File: src/rtl/adder_flit_scheduler.sv
// adder_flit_scheduler: round-robin sharing of one N-bit adder among NREQ flit requesters, granted per packet.
// Latency: 1 cycle grant decision, 1 cycle registered sum; GAP+1 dead cycles between packets.
// Backpressure: in_ready only to the granted requester in BURST; grant held while that requester stalls.
// Build option ADDER_OP_HOLD_EN: out_sum/out_carry/out_id hold their last values while out_valid is low.
module adder_flit_scheduler #(
    parameter int N      = 30,
    parameter int NREQ   = 4,
    parameter int MAXLEN = 20,
    parameter int GAP    = 7
) (
    input  logic                      clk,
    input  logic                      rst,
    input  logic [NREQ-1:0]           in_valid,
    input  logic [NREQ-1:0]           in_last,
    input  logic [NREQ*N-1:0]         in_a,
    input  logic [NREQ*N-1:0]         in_b,
    output logic [NREQ-1:0]           in_ready,
    output logic                      out_valid,
    output logic [N-1:0]              out_sum,
    output logic                      out_carry,
    output logic [$clog2(NREQ)-1:0]   out_id,
    output logic                      out_last,
    output logic                      busy
);

    localparam int IW = $clog2(NREQ);
    localparam int CW = $clog2(MAXLEN + 1);
    localparam int GW = (GAP > 0) ? $clog2(GAP + 1) : 1;

    typedef enum logic [1:0] {S_IDLE, S_BURST, S_GAP} state_t;

    state_t          state, state_nx;
    logic [IW-1:0]   grant;
    logic [IW-1:0]   rr_ptr;
    logic [CW-1:0]   cnt;
    logic [GW-1:0]   gcnt;
    logic [IW-1:0]   pick;
    logic            pick_vld;
    logic            acc;
    logic            pkt_end;
    logic [N-1:0]    op_a;
    logic [N-1:0]    op_b;

    // Round-robin pick: first valid requester after rr_ptr, wrapping around.
    always_comb begin
        pick     = rr_ptr;
        pick_vld = 1'b0;
        for (int i = 1; i <= NREQ; i++) begin
            if (!pick_vld && in_valid[(int'(rr_ptr) + i) % NREQ]) begin
                pick     = IW'((int'(rr_ptr) + i) % NREQ);
                pick_vld = 1'b1;
            end
        end
    end

    // Accept qualification and operand mux from the granted requester.
    always_comb begin
        acc     = (state == S_BURST) && in_valid[grant];
        pkt_end = acc && (in_last[grant] || (cnt == CW'(MAXLEN - 1)));
        op_a    = in_a[int'(grant)*N +: N];
        op_b    = in_b[int'(grant)*N +: N];
    end

    // Next-state and handshake outputs; gap length of zero skips straight back to IDLE.
    always_comb begin
        state_nx = state;
        in_ready = '0;
        busy     = (state != S_IDLE);
        case (state)
            S_IDLE: begin
                if (pick_vld) state_nx = S_BURST;
            end
            S_BURST: begin
                in_ready[grant] = 1'b1;
                if (pkt_end) state_nx = (GAP > 0) ? S_GAP : S_IDLE;
            end
            S_GAP: begin
                if (gcnt == GW'(GAP - 1)) state_nx = S_IDLE;
            end
            default: state_nx = S_IDLE;
        endcase
    end

    // Control state: FSM, latched grant, round-robin pointer, flit and gap counters.
    always_ff @(posedge clk or posedge rst) begin
        if (rst) begin
            state  <= S_IDLE;
            grant  <= '0;
            rr_ptr <= IW'(NREQ - 1);
            cnt    <= '0;
            gcnt   <= '0;
        end else begin
            state <= state_nx;
            if (state == S_IDLE && pick_vld) grant <= pick;
            if (pkt_end) begin
                rr_ptr <= grant;
                cnt    <= '0;
            end else if (acc) begin
                cnt <= cnt + 1'b1;
            end
            if (state == S_GAP) gcnt <= gcnt + 1'b1;
            else                gcnt <= '0;
        end
    end

    // Registered sum; idle cycles either zero the result fields or hold them to cut toggling.
    always_ff @(posedge clk or posedge rst) begin
        if (rst) begin
            out_valid <= 1'b0;
            out_sum   <= '0;
            out_carry <= 1'b0;
            out_id    <= '0;
            out_last  <= 1'b0;
        end else begin
            out_valid <= acc;
            if (acc) begin
                {out_carry, out_sum} <= {1'b0, op_a} + {1'b0, op_b};
                out_id               <= grant;
                out_last             <= pkt_end;
            end else begin
`ifdef ADDER_OP_HOLD_EN
                out_last  <= 1'b0;
`else
                out_sum   <= '0;
                out_carry <= 1'b0;
                out_id    <= '0;
                out_last  <= 1'b0;
`endif
            end
        end
    end

endmodule

File: config.mk
export PLATFORM = sky130hd
export DESIGN_NAME = adder_flit_scheduler
export DESIGN_NICKNAME = d
export VERILOG_FILES = /design/src/rtl/adder_flit_scheduler.sv
export SDC_FILE = /design/constraint.sdc
export NUM_CORES = 1
export LEC_CHECK = 0
export CAP_MARGIN = 20
export CELL_PAD_IN_SITES_DETAIL_PLACEMENT = 1
export CELL_PAD_IN_SITES_GLOBAL_PLACEMENT = 1
export CORE_ASPECT_RATIO = 0.75
export CORE_UTILIZATION = 25
export DETAILED_ROUTE_END_ITERATION = 6
export PLACE_DENSITY_LB_ADDON = 0.12
export SLEW_MARGIN = 20
export SYNTH_ARGS = -nofsm -noshare
export SYNTH_HDL_FRONTEND = slang
export SYNTH_SLANG_ARGS = --single-unit
File: constraint.sdc
create_clock -name clk -period 3.3 [get_ports clk]
set_input_delay 0.66 -clock clk [delete_from_list [all_inputs] [get_ports clk]]
set_output_delay 0.66 -clock clk [all_outputs]
set_load 0.01 [all_outputs]
Word level (Yosys, flattened, before mapping). Cells that the tools add are included.

Multipliers: 1. Mux-type cells: 38. Shifts and indexed selects: 2. Add/subtract/negate cells: 7. Order comparisons: 6. Bitwise logic cells: 4. Reduce and logical (&&, ||, !) cells: 19. Equality and inequality tests: 7.

Operator list (number): indexed part select 120 x 32 -> 30 bit (1); indexed part select 120 x 8 -> 30 bit (1); adder 30 x 30 -> 31 bit (1); 2-to-1 mux 30 bit (1); 2-to-1 mux 1 bit (17); < comparator 3 x 4 -> 1 bit (second input constant) (4); 2-to-1 mux 2 bit (8); binary-select mux 1 bit (select 2 bit) (6); 2-to-1 mux 5 bit (2); OR reduction 2 bit (4); logical AND 1 bit (7); multiplier 2 x 4 -> 6 bit (second input constant) (1); inequality test 2 bit (second input constant) (3); one-hot mux 2 bit (3 select lines) (1); adder 5 x 1 -> 5 bit (second input constant) (1); equality test 5 bit (second input constant) (1); adder 2 x 1 -> 2 bit (second input constant) (2); adder 2 bit (second input constant) (2); bitwise AND 1 bit (first input constant) (4); 2-to-1 mux 4 bit (1); nonzero test 2 bit (2); adder 3 x 1 -> 3 bit (second input constant) (1); equality test 3 bit (second input constant) (1); zero test 1 bit (3); 9 further kinds (9).

Bits in registers: 49. Logic and storage cells: 94. Output and inout port bits: 40. Bits of input ports: 250.

Logic depth before layout (Yosys ltp). Gate-level depths: netlist (run 1).

Depth in word-level cells: 18. Depth in mapped cells: 13.

Worst setup path before layout (run 1). Ideal clock, no wire load.

Path type: reg2reg. Start point: register grant[0]. End point: register out_sum[26]. Library setup time: 0.069 ns. Data arrival time: 3.291 ns. Slack: -0.059 ns. Buffers on the path: 3. Stages on the path, launching flop included: 13. Cell sequence: dfrtp_1 -> buf_2 -> buf_2 -> buf_2 -> mux4_2 -> ha_1 -> a21oi_1 -> o31ai_1 -> a31o_2 -> nor3_1 -> nand3_1 -> a2111o_1 -> nand3_1.

Longest elaborated chain between the ends: 4. Elaborated cells between the ends (all ways): 8. Classes of those cells: add/sub (1); mul (1); shift (2); mux (3); reduce/logical (1).

RTL lines: start, declared (RTL line 33) `logic [IW-1:0] grant;`; start signal, assigned (RTL line 94) `if (state == S_IDLE && pick_vld) grant <= pick;`; multiplier 2 x 4 -> 6 bit / binary-select mux 1 bit (select 2 bit) (equally long branches) (RTL line 60, 61, 58); indexed part select 120 x 32 -> 30 bit, or another cell as far along (RTL line 60) `op_a = in_a[int'(grant)*N +: N];`; adder 30 x 30 -> 31 bit / logical AND 1 bit (equally long branches) (RTL line 117, 58); 2-to-1 mux 30 bit * (RTL line 116) `if (acc) begin`; end signal, assigned (RTL line 117) `{out_carry, out_sum} <= {1'b0, op_a} + {1'b0, op_b};`; end, declared (RTL line 19) `output logic [N-1:0] out_sum,`.

Mark *: on every way between the ends. The rest lies on a longest branch, timed or not. The select of a mux whose other input is x is not followed. A chain may end at the register's enable or synchronous reset.

Worst setup path in the final report (run 1). Ends and elaborated chain as after synthesis.

==> results of run 1 <==
state kept, by name, indices dropped and copies added (netlist names):
name and count:
rr_ptr 2, state 2, out_carry 1, out_valid 1, out_last 1, cnt 5, out_id 2, out_sum 30
grant 2, gcnt 3
report_power, final:
| group | total (mW) | switching (mW) | internal [mW] |
|---|---|---|---|
| registers | 0.966 | 0.150 | 0.816 |
| logic | 8.00 | 3.80 | 4.20 |
| clock network | 0.631 | 0.252 | 0.379 |
| total | 9.60 | 4.20 | 5.40 |
repair_timing:
item,in CTS,in global routing
hold buffers,0,0
gates resized for setup,2,31
pin swaps,0,10
setup endpoints to repair,7,15
hold endpoints to repair,0,0
setup buffers,3,17
metrics by stage:
step	TNS, ps	power (mW)	util [%]
floorplan	0	5.30	-
global placement	-2800	8.17	45.2
detailed placement	-3650	8.36	45.2
CTS	0	9.11	46.3
global route	-132	10.4	48.1
finish	0	9.60	48.1
logic make-up (layout without fill, tap and decap cells):
| family | Yosys count | count (layout) | synth area share [%] |
|---|---|---|---|
| muxes | 70 | 70 | 29.4 |
| xor gates and xnor gates | 13 | 13 | 2.28 |
| and+or+nand+nor | 149 | 149 | 15.0 |
| DFF | 49 | 49 | 24.6 |
| AOI/OAI and AO/OA | 121 | 121 | 16.3 |
| adders and majority gates | 34 | 34 | 8.68 |
| buffers and inverters | 46 | 420 | 3.71 |
cells in the mapped netlist (all sizes together), types with 2 or more instances:
cell type  instances  area share (%)
mux4              61              28
and3               6            0.75
nand3              9            0.90
mux2               3            0.68
nor3b              5            0.75
clkbuf            16             1.2
nor2b              6            0.75
o31ai              3            0.45
a31o               2            0.35
nand2b            10             1.3
o21bai             3            0.45
o21ai             30             3.1
and2               6            0.75
nor2              39             2.9
buf               13             1.2
a22o               2            0.35
nor3              16             1.6
o211ai             9             1.5
nand2             30             2.3
nor4               3            0.50
o21a               5            0.75
or3                3            0.38
or3b               2            0.40
mux2i              6             1.2
a21o              15             2.3
a31oi              6            0.75
nand4              9             1.1
xnor2              9             1.6
dfrtp             47              24
ha                33             8.3
dfstp              2             1.1
a21oi             29             3.0
a211oi             4            0.70
inv               17             1.3
xor2               4            0.70
or2                4            0.50
final timing paths:
check,to,cells past startpoint,start
min in group asynchronous,out_sum[0],2,rst
setup / recovery,out_sum[26],11,grant[0]
hold / removal,gcnt[0],1,gcnt[0]
setup reg to reg,out_sum[26],11,grant[0]
hold reg to reg,gcnt[0],1,gcnt[0]
max in group asynchronous,rr_ptr[1],3,rst
layout make-up:
type,count,area [sq um]
fillers,2170,10100
clock buffers,6,139
multi-input cells,387,3780
clock inverters,2,37.5
well taps,253,317
flip-flops and latches,49,1240
repair buffers,395,3770
inverters,17,63.8
routing by layer:
layer / part of all wire (%) / vias to the layer above
met5: 0 / -
met2: 53 / 155
li1: - / 2617
met1: 41 / 2751
met4: 0.43 / 0
met3: 5.7 / 7
worst max-delay path, stage by stage, from the launching register on:
cell      delay, ps
dfrtp_4         430
buf_4           180
buf_12          180
mux4_2          510
ha_1            370
o211ai_1        150
o31ai_1         130
a31o_2          270
nor3_1          250
nand3_2         190
a2111o_1        410
nand3_1          80
==> impl_metrics.toml, run 1 <==
[global_route]
grt_util_all_layers_pct = 19.4
gr-max-usage-layer = "met2"
grt_use_met1_pct = 23.6
grt_max_degree = 32
gr-total-overflow = 0
grt_util_met3_pct = 2.80
grt_pass1_wl_mm = 31.7
grt_pass1_vias = 6177
antenna_found_initial = 0
met2_usage_pct = 36.8

[power_and_ir_drop]
ir_drop_uv = 393
power_leakage_nw = 3.81
powerDensity_nw_per_um2 = 1030

[placed_design]
gp_congestion = 0.830
portBuffers = 289
dp.cells = 1081
hpwl_mm = 16.6
dpl_worst_slack_ps = -294
place_area_sq_um = 8790

[sta]
hold_slack_ps = 479
hold_viol = 0
max_slew_margin_pct = 50.0
maxSlewViolCount = 0
skew_ps = 8.32
fin_ws_ps = 67.4
period_minus_slack_ps = 3230
setup-violations-final = 0
fmax_ghz = 0.309
worst_pin_slew_ps = 749
layout_worst_path_cycle_share_pct = 98.0

[detailed_routing]
drtIter0Drc = 148
viasPerCell = 4.99
drc = 0
finalWirelength_mm = 20.2
wl_per_cell_um = 18.3
vias = 5530
dr.pass1.iters = 4
ant_nets = 0

[yosys]
synth_cells = 482
syn-num-nets = 766
syn_avg_cell_area_sq_um = 10.3
synth-seq-cells = 49
ys.flop_type = "dfrtp_1"
synth_cell_types = 62
ys_seq_area_share_pct = 24.6
yosysWarnings = 0
synth-edff-count = 0
syn_area_sq_um = 4990
ys_async_sr_fraction_pct = 100

[die]
start_util_pct = 25.7
die_y_um = 124
die_area_sq_um = 20500
coreArea_sq_um = 19400
die_x_um = 165
pin_count = 290
placementRows = 44

[cts]
cts_max_level = 2
cts.sinks = 49
clock_latency_ps = 300
ctsRootBufferMaster = "clkbuf_16"
clockBufferDepth = 2
numCtsBuffers = 5
cts_tree = "built"
clk_pin_slew_worst_paths_ps = 80

[cells_and_area]
fin_cells = 1109
syn2layout_area_growth_pct = 87.2
diodes = 0
fin_area_sq_um = 9340
mostFrequentLayoutCells = "clkdlybuf4s50_1 (286), buf_4 (99), mux4_2 (61), dfrtp_1 (45), nor2_1 (39)"
layout-drive-gt1-share_pct = 25.4
layout_commonest_cell = "clkdlybuf4s50_1"
nets = 1139

[worst_setup_path]
crit_type = "flip-flop to flip-flop"
crit_path_end_kind = "flip-flop"
start_kind = "flip-flop"
cp.required_ps = 3530
crit_fanout = 17
r2r_slack_ps = 70
arrival_ps = 3460

[flow_run]
maxCapViolations = 0

[run_status]
status = "finished, final reports clean"

[hold_path]
hold_path.class = "flip-flop to flip-flop"
Power figures use the tool's default switching activity.
==> inputs of run 2 (changes only) <==
--- a/config.mk
+++ b/config.mk
@@ -12,6 +12,7 @@
 export CORE_UTILIZATION = 25
 export DETAILED_ROUTE_END_ITERATION = 6
 export PLACE_DENSITY_LB_ADDON = 0.12
+export SKIP_CTS_REPAIR_TIMING = 1
 export SLEW_MARGIN = 20
 export SYNTH_ARGS = -nofsm -noshare
 export SYNTH_HDL_FRONTEND = slang
==> impl_metrics.toml, run 2 (synthesis results as in run 1) <==
[run_status]
status = "finished, final reports clean"

[detailed_routing]
drtIter0Drc = 128
finalWirelength_mm = 20.1
viasPerCell = 4.98
ant_nets = 0
dr.pass1.iters = 4
drc = 0
vias = 5468
wl_per_cell_um = 18.3

[cts]
clockBufferDepth = 2
clock_latency_ps = 300
ctsRootBufferMaster = "clkbuf_16"
cts_tree = "built"
cts.sinks = 49
cts_max_level = 2
clk_pin_slew_worst_paths_ps = 80
numCtsBuffers = 5

[flow_run]
maxCapViolations = 0

[sta]
skew_ps = 7.86
layout_worst_path_cycle_share_pct = 98.2
fmax_ghz = 0.309
worst_pin_slew_ps = 749
max_slew_margin_pct = 50.0
hold_slack_ps = 480
setup-violations-final = 0
hold_viol = 0
maxSlewViolCount = 0
period_minus_slack_ps = 3240

[placed_design]
gp_congestion = 0.830
portBuffers = 289
hpwl_mm = 16.6

[worst_setup_path]
crit_path_end_kind = "flip-flop"
crit_type = "input pin to flip-flop"
cp.required_ps = 3530
crit_fanout = 4
arrival_ps = 3470
start_kind = "input pin"

[die]
coreArea_sq_um = 19400
placementRows = 44
die_area_sq_um = 20500
pin_count = 290
die_y_um = 124
start_util_pct = 25.7
die_x_um = 165

[power_and_ir_drop]
p_comb_share_pct = 83.2
p_seq_share_pct = 10.2
p_int_mw = 5.30
p_sw_mw = 4.18
power_leakage_nw = 3.76
powerDensity_nw_per_um2 = 1020
swShare_pct = 44.1
ir_drop_uv = 378
finalPower_mw = 9.48
power.share.clock_pct = 6.7

[global_route]
grt_use_met1_pct = 23.6
grt_util_met3_pct = 2.80
grt_max_degree = 32
met2_usage_pct = 36.5
antenna_found_initial = 0
gr-total-overflow = 0
gr-max-usage-layer = "met2"
grt_util_all_layers_pct = 19.4
grt_pass1_wl_mm = 31.5
grt_pass1_vias = 6164

[cells_and_area]
largest-register = "out_sum"
mostFrequentLayoutCells = "clkdlybuf4s50_1 (286), buf_4 (83), mux4_2 (61), dfrtp_1 (45), nor2_1 (39)"
largest_reg_flops = 30
syn2layout_area_growth_pct = 85.5
reg_top3 = "out_sum (30), cnt (5), gcnt (3)"
layout_commonest_cell = "clkdlybuf4s50_1"
nets = 1128
diodes = 0
utilization_pct = 47.6
layout-drive-gt1-share_pct = 24.3

[hold_path]
hold_path.class = "flip-flop to flip-flop"
## run 2: changes by cell type in the layout (fill, tap and decap cells not counted), moves of 3 or more
| cell | before | now |
|---|---|---|
| buf_6 | 2 | 5 |
| ha_1 | 22 | 25 |
| ha_4 | 9 | 6 |
| buf_4 | 99 | 83 |
## run 2: path summary, 6_finish.rpt
path                       slack (ps)  cells past startpoint           to      from
setup reg to reg                  100                     12  out_sum[26]  grant[0]
setup / recovery                   60                     13  out_sum[26]  in_a[90]
hold / removal                    480                      1      gcnt[0]   gcnt[0]
min in group asynchronous         820                      2   out_sum[0]       rst
max in group asynchronous        1780                      3    rr_ptr[1]       rst
hold reg to reg                   480                      1      gcnt[0]   gcnt[0]
## run 2: through the flow
step                      TNS [ps]  setup slack (ps)  std cells  instance area (sq um)
final                            0              59.7       1098                   9250
after global routing          -120             -51.8       1098                   9250
after CTS                     -349             -84.4       1089                   8960
after detailed placement     -3650              -294       1081                   8790
after global placement       -2800              -254       1081                   8790
after floorplan                  0              16.5        482                   4990
## run 2: cell type report
| cell class | count | area, sq um |
|---|---|---|
| timing repair buffer | 384 | 3710 |
| tap | 253 | 317 |
| clock inverter | 2 | 37.5 |
| sequential | 49 | 1240 |
| inverter | 17 | 63.8 |
| fill | 2166 | 10200 |
| clock buffer | 6 | 139 |
| multi-input combinational | 387 | 3750 |
## run 2: per-layer routing
metal	routed length, um	vias up
met4	99	0
met3	1200	9
met1	8220	2708
met2	10600	155
li1	-	2596
met5	0	-
## run 2: critical path: stages
cell and delay [ps]:
clkdlybuf4s50_1 400, mux4_2 500, ha_4 190, inv_1 70
fa_1 210, nor2b_2 60, o31a_1 280, o21ai_1 150
buf_4 140, a211o_1 180, nand3_2 150, a2111o_1 410
nand3_1 80
## run 2: power by group through the flow
stage                     Clock [mW]  Sequential (mW)  Combinational, mW
after floorplan                    0            0.949               4.35
after global placement             0             1.02               7.16
after detailed placement           0             1.03               7.34
after CTS                      0.653             1.02               7.38
after global routing           0.666            0.989               8.64
final                          0.633            0.964               7.88
